$ cat src/rtl/pr_dma_if.sv
// Peripheral bridge bus as seen by one initiator.
//   master : the DMA side (drives request, address, write enable, write data)
//   slave  : the bridge/arbiter side (drives grant and combinational read data)
// prAddr is a word address (byte address [31:2]). The data and address lines
// are zero while the initiator is not driving, so the bridge can OR initiators.
interface pr_dma_if;
  logic        bus_req;
  logic        bus_gnt;
  logic [29:0] prAddr;
  logic        prWE;
  logic [31:0] prWD;
  logic [31:0] prRD;

  modport master (
    output bus_req, prAddr, prWE, prWD,
    input  bus_gnt, prRD
  );

  modport slave (
    input  bus_req, prAddr, prWE, prWD,
    output bus_gnt, prRD
  );
endinterface

$ cat src/rtl/pr_dma.sv
// Bus-initiator DMA engine: copies len 32-bit words from src to dst, one
// read cycle then one write cycle per word, while holding bridge ownership.
// Ports:
//   clk, reset     : clock, asynchronous active-low reset
//   start          : one-cycle launch pulse (accepted only when idle)
//   abort          : terminate an active transfer (REQ/READ/WRITE)
//   src, dst, len  : word addresses and word count, sampled on accepted start
//   irq_clr        : clears the sticky completion interrupt
//   bus            : bridge bus, master side (request/grant + prAddr/prWE/prWD/prRD)
//   busy           : high in every state except IDLE
//   done           : one-cycle pulse on normal completion
//   irq            : sticky completion interrupt
module pr_dma #(
  parameter int unsigned LEN_W = 16
) (
  input  logic             clk,
  input  logic             reset,
  input  logic             start,
  input  logic             abort,
  input  logic [29:0]      src,
  input  logic [29:0]      dst,
  input  logic [LEN_W-1:0] len,
  input  logic             irq_clr,
  pr_dma_if.master         bus,
  output logic             busy,
  output logic             done,
  output logic             irq
);

  typedef enum logic [2:0] {IDLE, REQ, READ, WRITE, FIN} state_t;

  state_t           state, state_d;
  logic [29:0]      src_q, dst_q;
  logic [LEN_W-1:0] cnt_q;
  logic [31:0]      data_q;
  logic             irq_q;

  logic             req_c, we_c;
  logic [29:0]      addr_c;
  logic [31:0]      wd_c;
  logic             done_c;

  always_ff @(posedge clk or negedge reset) begin
    if (!reset) state <= IDLE;
    else        state <= state_d;
  end

  // Bus outputs are pure functions of state and grant so that an
  // asynchronous reset drops prWE (and every other line) immediately.
  always_comb begin
    state_d = state;
    req_c   = 1'b0;
    we_c    = 1'b0;
    addr_c  = '0;
    wd_c    = '0;
    done_c  = 1'b0;
    case (state)
      IDLE: begin
        if (start) state_d = (len != '0) ? REQ : FIN;
      end
      REQ: begin
        req_c = 1'b1;
        if (abort)             state_d = IDLE;
        else if (bus.bus_gnt)  state_d = READ;
      end
      READ: begin
        req_c = 1'b1;
        if (bus.bus_gnt) addr_c = src_q;
        if (abort)             state_d = IDLE;
        else if (bus.bus_gnt)  state_d = WRITE;
      end
      WRITE: begin
        req_c = 1'b1;
        if (bus.bus_gnt) begin
          addr_c = dst_q;
          we_c   = 1'b1;
          wd_c   = data_q;
        end
        if (abort)                       state_d = IDLE;
        else if (bus.bus_gnt)            state_d = (cnt_q == LEN_W'(1)) ? FIN : READ;
      end
      FIN: begin
        done_c  = 1'b1;
        state_d = IDLE;
      end
      default: state_d = IDLE;
    endcase
  end

  // Datapath. A granted WRITE commits even when abort is high in that cycle.
  always_ff @(posedge clk or negedge reset) begin
    if (!reset) begin
      src_q  <= '0;
      dst_q  <= '0;
      cnt_q  <= '0;
      data_q <= '0;
    end else begin
      if (state == IDLE && start && len != '0) begin
        src_q <= src;
        dst_q <= dst;
        cnt_q <= len;
      end
      if (state == READ && bus.bus_gnt) data_q <= bus.prRD;
      if (state == WRITE && bus.bus_gnt) begin
        src_q <= src_q + 30'd1;
        dst_q <= dst_q + 30'd1;
        cnt_q <= cnt_q - LEN_W'(1);
      end
    end
  end

  // Completion set has priority over a simultaneous clear.
  always_ff @(posedge clk or negedge reset) begin
    if (!reset)              irq_q <= 1'b0;
    else if (state == FIN)   irq_q <= 1'b1;
    else if (irq_clr)        irq_q <= 1'b0;
  end

  assign bus.bus_req = req_c;
  assign bus.prAddr  = addr_c;
  assign bus.prWE    = we_c;
  assign bus.prWD    = wd_c;
  assign busy        = (state != IDLE);
  assign done        = done_c;
  assign irq         = irq_q;

endmodule
$ cat src/flat_wrapper.sv
// flat-port wrapper written by rule: the top's interface ports become plain ports
module pr_dma_flat 
#(
  parameter int unsigned LEN_W = 16
)
  (clk, reset, start, abort, src, dst, len, irq_clr, busy, done, irq, bus_bus_req, bus_prAddr, bus_prWE, bus_prWD, bus_bus_gnt, bus_prRD);
  pr_dma_if bus_i ();
  input  logic clk;
  input  logic reset;
  input  logic start;
  input  logic abort;
  input  logic [29:0] src;
  input  logic [29:0] dst;
  input  logic [LEN_W-1:0] len;
  input  logic irq_clr;
  output logic busy;
  output logic done;
  output logic irq;
  output wire logic [$bits(bus_i.bus_req)-1:0] bus_bus_req;
  output wire logic [$bits(bus_i.prAddr)-1:0] bus_prAddr;
  output wire logic [$bits(bus_i.prWE)-1:0] bus_prWE;
  output wire logic [$bits(bus_i.prWD)-1:0] bus_prWD;
  input wire logic [$bits(bus_i.bus_gnt)-1:0] bus_bus_gnt;
  input wire logic [$bits(bus_i.prRD)-1:0] bus_prRD;
  assign bus_bus_req = bus_i.bus_req;
  assign bus_prAddr = bus_i.prAddr;
  assign bus_prWE = bus_i.prWE;
  assign bus_prWD = bus_i.prWD;
  assign bus_i.bus_gnt = bus_bus_gnt;
  assign bus_i.prRD = bus_prRD;
  pr_dma #(.LEN_W(LEN_W)) u_core (.clk(clk), .reset(reset), .start(start), .abort(abort), .src(src), .dst(dst), .len(len), .irq_clr(irq_clr), .bus(bus_i), .busy(busy), .done(done), .irq(irq));
endmodule
$ cat config.mk
export PLATFORM = sky130hd
export DESIGN_NAME = pr_dma_flat
export DESIGN_NICKNAME = d
export VERILOG_FILES = /design/src/rtl/pr_dma_if.sv /design/src/rtl/pr_dma.sv /design/src/flat_wrapper.sv
export SDC_FILE = /design/constraint.sdc
export NUM_CORES = 1
export LEC_CHECK = 0
export ABC_CLOCK_PERIOD_IN_PS = 4800
export CAP_MARGIN = 15
export CELL_PAD_IN_SITES_DETAIL_PLACEMENT = 0
export CELL_PAD_IN_SITES_GLOBAL_PLACEMENT = 1
export CORE_MARGIN = 4
export CORE_UTILIZATION = 39
export CTS_CLUSTER_SIZE = 10
export DETAILED_ROUTE_END_ITERATION = 16
export HOLD_SLACK_MARGIN = 0.02
export MAX_ROUTING_LAYER = met4
export PLACE_DENSITY_LB_ADDON = 0.25
export REMOVE_ABC_BUFFERS = 1
export SYNTH_ARGS = -nofsm -noshare
export SYNTH_HDL_FRONTEND = slang
export SYNTH_SLANG_ARGS = --single-unit
$ cat constraint.sdc
create_clock -name clk -period 4.8 [get_ports clk]
set_input_delay 0.72 -clock clk [delete_from_list [all_inputs] [get_ports clk]]
set_output_delay 0.72 -clock clk [all_outputs]
set_load 0.005 [all_outputs]
==> impl_metrics.toml <==
[logic_synthesis]
synth_warnings = 0
synthesis.area_sq_mm = 0.00621
yosysMostFrequentCell = "dfrtp_1"
yosys.area.top_type = "dfrtp_1"
ys_types = 62
seq_area_frac_synth = 0.451
synth_common_cells = "dfrtp_1 (112), nand2_1 (64), nor2_1 (54)"
synth-seq-cells = 112
syn_inst = 669
synth_top_area_share = 0.451
async_flop_share = 1.00
synthTopCellsByArea = "dfrtp_1 (45%), mux2_2 (6.0%), nand2_1 (3.9%)"
syn_area_per_cell_sq_um = 9.29
ys.flop_type = "dfrtp_1"
synth_edf_count = 0

[cells_and_area]
finalNonFillerCells = 1043
nets = 947
diodes = 0
final_util = 0.553
drive_gt1_frac = 0.0938
synthToLayoutAreaGrowth_pct = 37.2

[die]
fp.dieArea_sq_mm = 0.0180
start_util = 0.403
pin_count = 181
rows = 45
die_w_um = 134
core-area_sq_mm = 0.0154
die_h_um = 134

[worst_setup_path]
criticalPathCategory = "input port to output pin"
arrival_ps = 2960
timing.rr.end = "u_core.src_q[22]$_DFFE_PN0P_"
required_ps = 4080
r2r_start = "u_core.state[0]$_DFFE_PN0P_"
r2r_cells = 8
path_max_fanout = 43
crit_path_start_kind = "input port"
end_kind = "output pin"
ff2ff_setup_slack_ps = 2130

[grt]
antenna_found_initial = 0
grt_pass1_vias = 5810
grt_util_all_layers = 0.221
grt_max_degree = 66
grt_pass1_wl_mm = 31.1
overflow = 0

[clock_network]
tritoncts = "yes"
cts_buffers = 9
cts_resized = 0
ctsHoldBuffers = 0
path_clk_slew_ps = 70
post_cts_buffers = 0
cts.sinks = 112
insertion_delay_ps = 350
cts_buffer_depth = 2
htree_levels = 3
cts-root-buf = "clkbuf_16"

[place]
dp.cells = 1029
dp_hpwl_mm = 14.1
place_ws_ps = 1100
routabilityCongestion = 0.875
port_buffers = 180

[sta]
fin_crit_sh = 0.766
hold_viol = 0
finalHoldWorstSlack_ps = 457
rsz0062_at_grt = "no"
timing.fmax_mhz = 272
skew_ps = 12.0
fin_ws_ps = 1120
period_needed_ps = 3680
setup_viol = 0
drv_slew = 0
slew_headroom = 0.269
worst_pin_slew_ps = 1090
tns_ps = 0

[pwr]
switching_share = 0.329
p_sw_mw = 1.07
p_int_mw = 2.18
p_leak_nw = 3.28
power_density_mw_per_mm2 = 381
comb_power_share = 0.260
ir_drop_mv = 0.170
pwr-share-clk = 0.249
p_seq_frac = 0.491

[drt]
route.antenna.remaining_nets = 0
post_drt_wl_per_cell_um = 18.8
vias = 6032
firstDrtPassIters = 6
via_per_inst = 5.78
dr.first_iter.drc_count = 449
wl_mm = 19.6
drc = 0

[status]
status = "complete, no violations"

[flow_run]
cap_violations = 0

[min_path]
hold_path.class = "input port to async pin"
-- cells in the final DEF (no fill, tap or decap), drive strengths merged, types with 11 or more instances in the layout --
master and n:
nor2 54, clkdlybuf4s50 179, o22ai 17, nor4 19
a22o 24, inv 11, dfrtp 112, nor3 29
a21oi 32, clkbuf 11, o211ai 13, mux2 33
nand2 64, a211oi 17, nand3 29, nand4 22
o21ai 27, and2 36
-- stage by stage --
step	cell area [sq um]	power, mW
3_3_place_gp	8220	2.42
4_1_cts	8530	3.27
5_1_grt	8530	3.45
6_report	8530	3.25
2_1_floorplan	6050	2.03
3_5_place_dp	8220	2.46
-- power groups by stage --
| stage | registers (mW) | logic, mW | clock network [mW] |
|---|---|---|---|
| after floorplan | 1.49 | 0.541 | 0 |
| after global placement | 1.59 | 0.822 | 0 |
| after detailed placement | 1.61 | 0.854 | 0 |
| after CTS | 1.59 | 0.857 | 0.825 |
| after global routing | 1.64 | 0.942 | 0.860 |
| final | 1.60 | 0.845 | 0.810 |
-- flip-flops by register name, indices dropped and copies added, names as in the netlist --
name / cells
u_core.cnt_q: 16
u_core.data_q: 32
u_core.dst_q: 30
u_core.irq: 1
u_core.src_q: 30
u_core.state: 3
-- layer usage --
metal | global-route usage | vias up | part of all wire
li1 | - | 2854 | -
met1 | 0.290 | 2904 | 0.44
met2 | 0.356 | 255 | 0.47
met3 | 0.0409 | 19 | 0.074
met4 | 0.0554 | 0 | 0.013
met5 | - | - | 0
-- how the worst max path moves through the flow --
stage	startpoint	end	slack [ps]	cells after the start
after global placement	bus_bus_gnt	bus_prAddr[23]	1160	7
final	bus_bus_gnt	bus_prAddr[23]	1120	7
after CTS	bus_bus_gnt	bus_prAddr[11]	1100	6
after floorplan	bus_bus_gnt	bus_prAddr[3]	-920	3
after global routing	bus_bus_gnt	bus_prAddr[5]	920	7
after detailed placement	bus_bus_gnt	bus_prAddr[23]	1100	7
-- final cells by class --
| class | count | area, sq um |
|---|---|---|
| tap | 211 | 264 |
| clock inverter | 3 | 67.6 |
| clock buffer | 11 | 243 |
| sequential | 112 | 2800 |
| multi-input combinational | 506 | 3220 |
| timing repair buffer | 189 | 1890 |
| fill | 1405 | 6900 |
| inverter | 11 | 41.3 |
-- cells by family after synthesis --
| logic type | after synthesis | synth area share |
|---|---|---|
| and+or+nand+nor | 292 | 0.247 |
| AOI/OAI and AO/OA | 175 | 0.198 |
| DFF | 112 | 0.451 |
| buffers and inverters | 51 | 0.0334 |
| muxes | 33 | 0.0598 |
| adders and majority gates | 4 | 0.00805 |
| xor gates and xnor gates | 2 | 0.00282 |
-- critical path, stage by stage --
cell             delay (ps)
clkdlybuf4s50_1         610
nand4b_4                140
inv_2                   450
buf_12                  290
nand2_1                 100
nand2_1                 100
clkdlybuf4s50_1         520
Power figures use the tool's default switching activity.
==> patch, RTL diff (config.mk and constraints unchanged) <==
`LEN_W` is set to 16 in 2 places; all go to 32.
--- a/src/rtl/pr_dma.sv
+++ b/src/rtl/pr_dma.sv
@@ -13,3 +13,3 @@
 module pr_dma #(
-  parameter int unsigned LEN_W = 16
+  parameter int unsigned LEN_W = 32
 ) (
--- a/src/flat_wrapper.sv
+++ b/src/flat_wrapper.sv
@@ -3,3 +3,3 @@
 #(
-  parameter int unsigned LEN_W = 16
+  parameter int unsigned LEN_W = 32
 )
Ports: changed (resized len); port bits go from 181 to 197. No check against the original RTL was run, so the function may have changed too.
==> patch against the original RTL <==
Count of clock-buffer cells in the layout grew 6. Via count is 17% higher. Die area is 19% higher. Sequential share of layout area shrank 1.5 points. Final area grew 20%. Routed wire length increased by 23%. Worst setup slack improved by 0.047 ns. Power rose by 30%. Area after synthesis grew 20%. Cell count is 16% higher. Sequential cell count increased by 16.
==> patch: results (changes against the original RTL) <==
Parameter                              Value

Critical path
  Critical Path Sink    bus_prAddr[7] (was bus_prAddr[23])
  Worst reg2reg path endpoint    u_core.src_q[0] (was u_core.src_q[22])
  Arrival time of the worst setup path    2.91 ns (was 2.96 ns)
  Start point of the critical path    bus_bus_gnt (unchanged)
  Highest fanout seen on the critical path    42 (was 43)
  Cells on worst reg2reg path    6 (was 8)
  Startpoint of the worst register-to-register path    u_core.state[0] (unchanged)
  Worst reg2reg setup slack    1.90 ns (was 2.13 ns)

Synthesis
  Fraction of registers with async set or reset after synthesis    100% (unchanged)
  Top cells by instance count after synthesis    sky130_fd_sc_hd__dfrtp_1, sky130_fd_sc_hd__nand2_1, sky130_fd_sc_hd__nor2_1 (unchanged)
  Post-synthesis share of cell area spent on full adders, half adders and majority gates    0.670% (was 0.805%)
  Multiplexer fraction of the synthesized cell area    6.25% (was 5.98%)
  Top post-synthesis cells by area    sky130_fd_sc_hd__dfrtp_1, sky130_fd_sc_hd__mux2_2, sky130_fd_sc_hd__nand2_1 (unchanged)
  Xor and xnor fraction of the mapped netlist area    0% (was 0.282%)
  Share of the yosys chip area belonging to registers    42.9% (was 45.1%)
  Synth cell types    72 (was 62)
  Compound-Gate Fraction of Synth Area    19.8% (about the same)
  Yosys warning count    0 (unchanged)
  Primary flip-flop cell chosen by synthesis mapping    sky130_fd_sc_hd__dfrtp_1 (unchanged)

CTS
  Clock root buffer    sky130_fd_sc_hd__clkbuf_16 (unchanged)
  Number of CTS-inserted buffers    17 (was 9)
  H-tree depth    4 (was 3)
  Clock latency reported for the late side of the worst-skew pair    0.42 ns (was 0.35 ns)
  Maximum clock insertion buffer count    2 (unchanged)
  Post CTS Setup Buffer Count    0 (unchanged)
  CTS clk-pin slew, worst paths    0.07 ns (about the same)
  Post-cts resize count    0 (unchanged)

Detailed routing
  Vias per cell    5.84 (was 5.78)
  Starting DRC count in detailed routing    566 (was 449)
  Total length of routed wires    24.1 mm (was 19.6 mm)
  Drt first pass iters    5 (was 6)

Finish
  Final #Nets    1098 (was 947)
  Registers with the highest flip-flop counts    u_core.cnt_q: 32 flops, u_core.data_q: 32 flops (was u_core.data_q: 32 flops, u_core.dst_q: 30 flops, u_core.src_q: 30 flops)
  Ratio of cells with drive above 1 in the final layout    11.6% (was 9.38%)

Pwr
  Worst supply voltage drop on vdd    235 uV (was 170 uV)
  Leakage power    3.92 nW (was 3.28 nW)

GRT
  Number of antenna violations at the first check in global routing    1 (was 0)
  Largest net degree at the start of global routing    95 (was 66)
  Overall global routing resource usage    22.9% (was 22.1%)
  Number of global-route vias before repair    6940 (was 5810)
  First-pass GRT wire length    38.4 mm (was 31.1 mm)

STA
  Worst clock skew    0.0124 ns (was 0.0120 ns)
  Relative slew slack    30.7% (was 26.9%)
  Max frequency    275 MHz (was 272 MHz)

Place
  Placer's final routability congestion estimate    0.837 (was 0.875)
  Buffers added on ports    196 (was 180)
  Post-placement setup slack    1.16 ns (was 1.10 ns)
  Detail Placement HPWL    16.7 mm (was 14.1 mm)

Hold path
  Worst hold path class    in2async (unchanged)

Status
  Status    finished clean (unchanged)
==> patch: cell types whose count changed after synthesis, moves of 10 or more <==
| cell | delta |
|---|---|
| sky130_fd_sc_hd__o21ai_0 | -18 |
| sky130_fd_sc_hd__dfrtp_1 | +16 |
| sky130_fd_sc_hd__a221o_1 | +11 |
| sky130_fd_sc_hd__nand3_1 | +11 |
| sky130_fd_sc_hd__nand2_1 | +10 |
==> patch: report_power, final <==
part           leakage, nW  switching (mW)  internal (mW)  total [mW]
clock                0.276           0.558          0.730        1.29
sequential            1.50           0.445           1.45        1.90
combinational         2.14           0.474          0.568        1.04
total                 3.92            1.48           2.75        4.23
==> patch: cell families after synthesis <==
logic type,count (synthesis)
simple gates,361
compound gates,188
flops,128
buf+inv,70
mux,42
fa+ha+maj,4
==> patch: final cells by class <==
cell class,instances,area (um2)
Inverter,16,61.3
Fill cell,1697,8570
Clock inverter,15,150
Sequential cell,128,3200
Clock buffer,17,425
Multi-Input combinational cell,595,3990
Antenna cell,1,2.50
Tap cell,234,293
Timing Repair Buffer,206,2070
==> patch: how the worst min path moves through the flow <==
| stage | startpoint | to | slack [ns] | cells past startpoint |
|---|---|---|---|---|
| 6_report | reset | u_core.dst_q[3] | 0.44 | 1 |
| 5_1_grt | u_core.src_q[29] | u_core.src_q[29] | 0.50 | 1 |
| 4_1_cts | u_core.irq | u_core.irq | 0.48 | 1 |
| 3_5_place_dp | u_core.irq | u_core.irq | 0.47 | 1 |
| 3_3_place_gp | u_core.irq | u_core.irq | 0.46 | 1 |
| 2_1_floorplan | reset | u_core.cnt_q[0] | 0.42 | 0 |
==> patch: layer usage <==
metal	track usage, %	routed length (um)	vias to the layer above
met3	7.17	1850	17
li1	-	-	3404
met5	-	0	-
met2	33.9	10900	222
met4	4.52	233	0
met1	31.3	11100	3434
==> patch: per-stage QoR <==
step | utilization, % | std cells | area, um2
after floorplan | - | 739 | 7250
after global placement | 51.3 | 1179 | 9620
after detailed placement | 51.3 | 1179 | 9620
after CTS | 54.3 | 1211 | 10200
after global routing | 54.3 | 1212 | 10200
final | 54.3 | 1212 | 10200
==> patch: worst max-delay path: stages <==
cell and delay (ns):
sky130_fd_sc_hd__clkdlybuf4s50_1 0.52, sky130_fd_sc_hd__nand4b_2 0.17, sky130_fd_sc_hd__clkinv_2 0.40, sky130_fd_sc_hd__buf_12 0.36
sky130_fd_sc_hd__a22o_1 0.27, sky130_fd_sc_hd__clkdlybuf4s50_1 0.45
